**src/rtl/sdram_aref_ctrl.sv**
```systemverilog
// SDRAM auto-refresh controller: interval timer, owed-refresh counter and an
// AUTO-REFRESH command sequencer that requests the bus from an arbiter.
module sdram_aref_ctrl #(
   parameter int REF_PERIOD = 780,
   parameter int tRC        = 8,
   parameter int MAX_PEND   = 8
) (
   input  logic        REF_CLK,
   input  logic        RST_N,
   input  logic        init_done,
   input  logic        aref_en,
   output logic        aref_req,
   output logic        aref_done,
   output logic [4:0]  cmd,
   output logic [1:0]  bs,
   output logic [12:0] addr,
   output logic [3:0]  pend_cnt,
   output logic        overflow
);

   localparam int TW = (REF_PERIOD > 1) ? $clog2(REF_PERIOD) : 1;
   localparam int WW = $clog2(tRC + 1);

   localparam logic [4:0] CMD_NOP = 5'b10111;
   localparam logic [4:0] CMD_AF  = 5'b10001;

   typedef enum logic [1:0] {S_IDLE, S_AF, S_AF_WAIT, S_DONE} state_t;

   state_t         r_state, w_next;
   logic [TW-1:0]  r_timer;
   logic [WW-1:0]  r_wait;
   logic [3:0]     r_pend;
   logic           r_ovf;
   logic [4:0]     r_cmd;
   logic [1:0]     r_bs;
   logic [12:0]    r_addr;
   logic           w_tick, w_in_af, w_wait_end, w_pend_max;

   assign w_tick     = init_done && (r_timer == TW'(REF_PERIOD - 1));
   assign w_in_af    = (r_state == S_AF);
   assign w_wait_end = (r_wait == WW'(tRC));
   assign w_pend_max = (r_pend == 4'(MAX_PEND));

   always_ff @(posedge REF_CLK or negedge RST_N) begin
      if (!RST_N)          r_timer <= '0;
      else if (!init_done) r_timer <= '0;
      else if (w_tick)     r_timer <= '0;
      else                 r_timer <= r_timer + TW'(1);
   end

   // A tick and an AF cycle cancel; losing init_done wipes the debt.
   always_ff @(posedge REF_CLK or negedge RST_N) begin
      if (!RST_N)                                  r_pend <= '0;
      else if (!init_done)                         r_pend <= '0;
      else if (w_tick && !w_in_af) begin
         if (!w_pend_max)                          r_pend <= r_pend + 4'd1;
      end
      else if (!w_tick && w_in_af && r_pend != 0)  r_pend <= r_pend - 4'd1;
   end

   always_ff @(posedge REF_CLK or negedge RST_N) begin
      if (!RST_N)                     r_ovf <= 1'b0;
      else if (w_tick && w_pend_max)  r_ovf <= 1'b1;
   end

   always_ff @(posedge REF_CLK or negedge RST_N) begin
      if (!RST_N)                                      r_wait <= '0;
      else if (r_state == S_AF_WAIT && !w_wait_end)    r_wait <= r_wait + WW'(1);
      else                                             r_wait <= '0;
   end

   always_ff @(posedge REF_CLK or negedge RST_N) begin
      if (!RST_N) r_state <= S_IDLE;
      else        r_state <= w_next;
   end

   always_comb begin
      w_next = r_state;
      case (r_state)
         S_IDLE:    if (aref_req && aref_en) w_next = S_AF;
         S_AF:      w_next = S_AF_WAIT;
         S_AF_WAIT: if (w_wait_end)
                       w_next = (r_pend != 0 && aref_en && init_done) ? S_AF : S_DONE;
         S_DONE:    w_next = S_IDLE;
         default:   w_next = S_IDLE;
      endcase
   end

   // Command bus is registered from the current state, so it trails by one cycle.
   always_ff @(posedge REF_CLK or negedge RST_N) begin
      if (!RST_N) begin
         r_cmd  <= CMD_NOP;
         r_bs   <= 2'b11;
         r_addr <= 13'h1fff;
      end else begin
         r_cmd  <= w_in_af ? CMD_AF : CMD_NOP;
         r_bs   <= 2'b11;
         r_addr <= 13'h1fff;
      end
   end

   assign aref_req  = (r_state == S_IDLE) && (r_pend != 0) && init_done;
   assign aref_done = (r_state == S_DONE);
   assign cmd       = r_cmd;
   assign bs        = r_bs;
   assign addr      = r_addr;
   assign pend_cnt  = r_pend;
   assign overflow  = r_ovf;

endmodule

```
**config.mk**
```make
export PLATFORM = sky130hd
export DESIGN_NAME = sdram_aref_ctrl
export DESIGN_NICKNAME = d
export VERILOG_FILES = /design/src/rtl/sdram_aref_ctrl.sv
export SDC_FILE = /design/constraint.sdc
export NUM_CORES = 1
export LEC_CHECK = 0
export CORE_ASPECT_RATIO = 0.8
export CORE_UTILIZATION = 45
export CTS_BUF_LIST = sky130_fd_sc_hd__clkbuf_4 sky130_fd_sc_hd__clkbuf_8
export CTS_CLUSTER_DIAMETER = 80
export CTS_CLUSTER_SIZE = 30
export DETAILED_ROUTE_END_ITERATION = 12
export PLACE_DENSITY = 0.75
export SYNTH_ARGS = -nofsm -noshare
export SYNTH_HDL_FRONTEND = slang
export SYNTH_SLANG_ARGS = --single-unit
```
**constraint.sdc**
```tcl
create_clock -name REF_CLK -period 2.21 [get_ports REF_CLK]
set_input_delay 0.5525 -clock REF_CLK [delete_from_list [all_inputs] [get_ports REF_CLK]]
set_output_delay 0.5525 -clock REF_CLK [all_outputs]
set_load 0.005 [all_outputs]
```
==> impl_metrics.py, run 1 <==
metrics = {
    "run_status": {
        "status": "completed",
    },
    "clocking": {
        "root_buffer": "clkbuf_8",
        "cts_tree": "built",
        "clkSinkCount": 22,
        "cts_max_level": 1,
        "clock_latency_ns": 0.26,
        "cts_buffer_depth": 2,
        "hold_buffers": 0,
        "numCtsBuffers": 3,
        "clk_pin_slew_worst_paths_ns": 0.08,
    },
    "sta": {
        "fin_crit_sh_pct": 94.7,
        "min_period_ns": 2.09,
        "setup_slack_ns": 0.116,
        "slew_violations": 0,
        "whs_ns": 0.488,
        "max_freq_mhz": 478,
        "rsz0062_at_grt": "yes",
        "setup_violations": 0,
        "final-hold-violation-count": 0,
        "worst_clock_skew_ns": 0.00157,
    },
    "critical_path": {
        "r2r_end": "pend_cnt[3]",
        "slowest_delay_ns": 0.45,
        "crit_slowest_cell": "dfrtp_2",
        "rr_worst_depth": 9,
        "reg2reg_from": "r_timer[7]",
        "crit_start": "r_timer[7]",
        "cp_max_fo": 5,
        "end_kind": "flip-flop",
        "crit_required_ns": 2.36,
        "crit_chain": "nor4b_4 > buf_4 > nand4b_4 > ha_4 > a21o_1 > a21oi_2 > nor2_1 > o21ai_1 > nand3_1",
        "rrSetupSlack_ns": 0.12,
        "worstSetupStartpointType": "flip-flop",
        "path_class": "reg -> reg",
        "crit_arrival_ns": 2.24,
    },
    "cells_and_area": {
        "drive_gt1_share_pct": 19.9,
        "num-nets-final": 172,
        "areaGrowthSynthToFinish_pct": 18.4,
        "final_cells": 199,
        "n_fill_cell": 244,
        "final_cell_mix": "nor2_1 (20), dfrtp_1 (20), conb_1 (18)",
        "final_area_sq_um": 1630,
        "antenna_cells": 0,
    },
    "synth": {
        "synth-seq-cells": 22,
        "synth_area_per_cell_sq_um": 9.93,
        "syn_area_sq_um": 1380,
        "synthDistinctLibCells": 39,
        "synthCells": 139,
        "synth-seq-area-share_pct": 40.0,
        "synth_warnings": 0,
    },
    "routing": {
        "route.vias.total": 986,
        "wl_per_cell_um": 12.4,
        "vias_per_cell": 4.95,
        "drtIter0Drc": 62,
        "antenna_left": 0,
        "wirelength_mm": 2.47,
        "drc": 0,
        "first_pass_iters": 4,
    },
    "placement": {
        "place.gp.congestion": 0.836,
        "place_ws_ns": -0.423,
        "io_buffers": 12,
        "dp.cells": 193,
        "hpwlAfterDp_mm": 1.82,
        "placed_area_sq_um": 1520,
    },
    "global_route": {
        "grt_pass1_vias": 938,
        "gr-total-overflow": 0,
        "antenna_found_initial": 0,
        "grt_first_pass_wirelength_mm": 4.21,
        "grt_use_total_pct": 16.9,
        "grt_start_max_net_pins": 17,
    },
    "power": {
        "p_leak_nw": 0.789,
        "ir_worst_vdd_mv": 0.311,
        "p_per_area_nw_per_um2": 750,
        "p_sw_share_pct": 29.2,
        "pwr-share-comb_pct": 26.3,
        "seq_power_share_pct": 42.9,
        "power_switching_w": 0.000358,
        "power_frac_clock_pct": 30.8,
        "p_int_w": 0.000867,
    },
    "job": {
        "drv_cap": 0,
    },
    "die": {
        "core_sq_um": 2830,
        "die_w_um": 63.9,
        "start_util_pct": 48.8,
        "die-area_sq_um": 3290,
        "io_pins": 31,
        "num_rows": 17,
        "die_h_um": 51.5,
    },
    "min_path": {
        "whs_endpoint": "r_wait[0]",
        "hp-start": "r_wait[0]",
        "min_path_cells": 1,
        "worstHoldPathType": "reg -> reg",
    },
}
## repair_timing
| item | in CTS | in global routing |
|---|---|---|
| endpoints found under the setup margin | 2 | 2 |
| resized for setup | 5 | 3 |
| buffers inserted | 1 | 1 |
| hold endpoints to repair | 0 | 0 |
| pin swaps | 4 | 1 |
## cell families after synthesis
group	after synthesis	share of synthesized area (%)
mux	3	2.90
fa+ha+maj	6	5.98
xor+xnor	13	8.25
flops	22	40.0
compound gates	8	4.90
simple gates	58	24.9
buf+inv	27	12.5
other cells	2	0.544
## flip-flops by register name, summed over array words and instances (netlist names)
signal / count
overflow: 1
r_state: 2
pend_cnt: 4
r_wait: 4
r_timer: 10
cmd: 1
## critical path, delay by kind of cell, from the launching register on
family / cells / cell delay [ns]
AO/OA/AOI/OAI: 3 / 0.52
buffers and inverters: 1 / 0.17
adder cells (fa/ha/maj): 1 / 0.26
AND/OR/NAND/NOR: 4 / 0.58
flip-flops: 1 / 0.45
## stage by stage
step	TNS (ns)	total power, W	utilization, %
3_5_place_dp	-1.08	0.000847	53.8
2_1_floorplan	0	0.000755	-
4_1_cts	0	0.00123	57.2
6_report	0	0.00122	57.8
3_3_place_gp	-0.991	0.000823	53.8
5_1_grt	-0.0168	0.00130	57.8
## worst max-delay path by stage
| stage | endpoint | slack, ns | depth (start not counted) |
|---|---|---|---|
| final | pend_cnt[3] | 0.12 | 9 |
| after global routing | pend_cnt[3] | -0.02 | 9 |
| after floorplan | pend_cnt[3] | 0.15 | 8 |
| after global placement | pend_cnt[3] | -0.33 | 9 |
| after detailed placement | pend_cnt[3] | -0.42 | 9 |
| after CTS | aref_req | 0.08 | 5 |
## power groups by stage
stage / clock network [W] / registers, W / logic, W
2_1_floorplan: 0 / 0.000517 / 0.000238
3_3_place_gp: 0 / 0.000526 / 0.000297
3_5_place_dp: 0 / 0.000532 / 0.000315
4_1_cts: 0.000378 / 0.000525 / 0.000323
5_1_grt: 0.000399 / 0.000539 / 0.000363
6_report: 0.000377 / 0.000525 / 0.000322
## Yosys cell counts, drive strengths merged
library cell  instances  area, sq um
a21o                  1         7.51
a21oi                 1         5.00
a31oi                 1         21.3
and2                  1         6.26
and3                  5         31.3
and4                  1         8.76
and4bb                1         12.5
buf                  19          143
clkbuf                1         3.75
conb                  2         7.51
dfrtp                21          526
dfstp                 1         26.3
fa                    1         20.0
ha                    5         62.6
inv                   7         26.3
mux2                  2         30.0
mux2i                 1         10.0
nand2                10         40.0
nand2b                2         12.5
nand3                 6         30.0
nand4                 4         40.0
nand4b                2         32.5
nor2                 20         75.1
nor2b                 2         15.0
nor3                  2         10.0
nor4b                 1         23.8
o211ai                1         7.51
o21ai                 3         18.8
o21bai                1         7.51
or2                   1         6.26
xnor2                 6         52.6
xor2                  7         61.3
## layout make-up
class / instances / area (sq um) / share of cell area (%)
multi-input combinational: 106 / 739 / 45.3
sequential: 22 / 553 / 33.8
timing repair buffer: 22 / 196 / 12.0
tap: 38 / 47.5 / 2.91
clock buffer: 3 / 41.3 / 2.53
clock inverter: 1 / 30.0 / 1.84
inverter: 7 / 26.3 / 1.61
## routing by layer
layer / vias up / track usage (%) / share of wire (%) / wire (um)
met2: 33 / 28.5 / 49 / 1220
met5: - / 0 / 0 / 0
met4: 0 / 6.06 / 1.1 / 28
met3: 4 / 4.17 / 4.7 / 115
li1: 469 / - / - / -
met1: 480 / 21.3 / 45 / 1110
(Power assumes the default switching activity.)
==> run 2: changes to the inputs <==
Settings changed: MAX_ROUTING_LAYER set to met4, SETUP_SLACK_MARGIN set to 0.4.
==> run 2 against run 1 <==
Wire length is 35% higher. Combinational power up 35%. Design area up 17%. Register-to-register slack better by 0.10 ns. Non-clock buffer count grew 29. Total power is 1.8% higher. Final cell count up 15%. Clock-buffer cell count is 1 higher. Via count is 15% higher. Sequential power up 1%. Worst hold slack got worse by 0.0010 ns. First-iteration DRC count down 37%.
==> impl_metrics.py, run 2 (synthesis results as in run 1) <==
metrics = {
    "run_status": {
        "status": "completed",
    },
    "critical_path": {
        "worstSetupStartpointType": "flip-flop",
        "path_class": "reg -> reg",
        "end_kind": "flip-flop",
        "cp_max_fo": 3,
        "crit_required_ns": 2.35,
        "rr_worst_depth": 8,
        "crit_arrival_ns": 2.13,
    },
    "cells_and_area": {
        "final_cell_mix": "buf_4 (32), nor2_1 (20), conb_1 (18), dfrtp_1 (18)",
        "drive_gt1_share_pct": 37.9,
        "multi_input_area_sq_um": 800,
        "largest_register_ffs": 10,
        "areaGrowthSynthToFinish_pct": 38.9,
        "n_fill_cell": 225,
        "top_register": "r_timer",
        "num-nets-final": 201,
        "antenna_cells": 0,
        "regArea_sq_um": 556,
        "final_common_cell": "buf_4",
    },
    "routing": {
        "route.vias.total": 1136,
        "first_pass_iters": 4,
        "drc": 0,
        "vias_per_cell": 4.98,
        "drtIter0Drc": 39,
        "wirelength_mm": 3.33,
        "antenna_left": 0,
        "wl_per_cell_um": 14.6,
    },
    "min_path": {
        "min_path_cells": 1,
        "worstHoldPathType": "reg -> reg",
    },
    "global_route": {
        "grt_first_pass_wirelength_mm": 4.86,
        "antenna_found_initial": 0,
        "grt_start_max_net_pins": 15,
        "grt_pass1_vias": 1056,
        "gr-total-overflow": 0,
        "grt_use_total_pct": 20.5,
    },
    "die": {
        "die_w_um": 63.9,
        "start_util_pct": 48.8,
        "core_sq_um": 2830,
        "num_rows": 17,
        "io_pins": 31,
        "die_h_um": 51.5,
        "die-area_sq_um": 3290,
    },
    "sta": {
        "whs_ns": 0.487,
        "worst_clock_skew_ns": 0.00559,
        "min_period_ns": 1.99,
        "setup_violations": 0,
        "max_freq_mhz": 503,
        "fin_crit_sh_pct": 90.0,
        "setup_slack_ns": 0.221,
        "final-hold-violation-count": 0,
        "fin_setup_tns_ns": 0,
        "slew_violations": 0,
        "rsz0062_at_grt": "yes",
    },
    "placement": {
        "place_ws_ns": -0.269,
        "io_buffers": 12,
        "place.gp.congestion": 0.821,
        "hpwlAfterDp_mm": 1.91,
    },
    "job": {
        "drv_cap": 0,
    },
    "clocking": {
        "cts_tree": "built",
        "root_buffer": "clkbuf_8",
        "cts_max_level": 1,
        "clk_pin_slew_worst_paths_ns": 0.08,
        "cts_buffer_depth": 2,
        "hold_buffers": 0,
        "clkSinkCount": 22,
        "numCtsBuffers": 3,
        "clock_latency_ns": 0.26,
    },
    "power": {
        "total_power_w": 0.00125,
        "p_per_area_nw_per_um2": 651,
        "ir_worst_vdd_mv": 0.511,
        "p_leak_nw": 0.987,
    },
}
-- run 2: timing repair --
action                                  4_1_cts  5_1_grt
pin swaps                                     8        9
setup buffers                                13       13
gates cloned                                  0        0
endpoints found under the setup margin       19       17
gates resized for setup                      18       18
endpoints found under the hold margin         0        0
-- run 2: stage by stage --
| step | cells | utilization (%) | cell area (sq um) |
|---|---|---|---|
| after CTS | 215 | 61.9 | 1750 |
| after floorplan | 155 | - | 1460 |
| after global routing | 228 | 67.8 | 1920 |
| after detailed placement | 198 | 55.7 | 1580 |
| final | 228 | 67.8 | 1920 |
| after global placement | 198 | 55.7 | 1580 |
-- run 2: critical path, cell delays in order, from the launching register on --
cell and delay [ns]:
dfrtp_1 0.41, nor4b_4 0.36, nand4b_4 0.17, buf_4 0.18
inv_2 0.07, fa_2 0.19, xor2_1 0.16, nor2_1 0.07
mux2_4 0.26
-- run 2: area by class of cell --
class	count	area share (%)
well taps	38	2.48
repair buffers	51	22.6
inverters	7	1.37
multi-input cells	106	41.7
flip-flops and latches	22	29.0
clock buffers	4	2.87
-- run 2: path summary, 6_finish.rpt --
kind / slack, ns / endpoint / from
min reg2reg: 0.49 / overflow / overflow
max: 0.22 / pend_cnt[2] / r_timer[6]
min in group asynchronous: 0.58 / pend_cnt[0] / RST_N
min: 0.49 / overflow / overflow
max reg2reg: 0.22 / pend_cnt[2] / r_timer[6]
max in group asynchronous: 1.07 / r_timer[4] / RST_N
-- run 2: layer usage --
layer | up-vias | GRT usage (%) | routed length [um]
met5 | - | - | 0
met4 | 0 | 3.79 | 58
met3 | 8 | 4.61 | 211
met2 | 44 | 34.6 | 1660
met1 | 559 | 25.6 | 1410
li1 | 525 | - | -
-- run 2: report_power, final --
part | internal [W] | switching (W)
logic | 0.000226 | 0.000209
registers | 0.000465 | 0.0000653
clock network | 0.000159 | 0.000123
total | 0.000850 | 0.000397
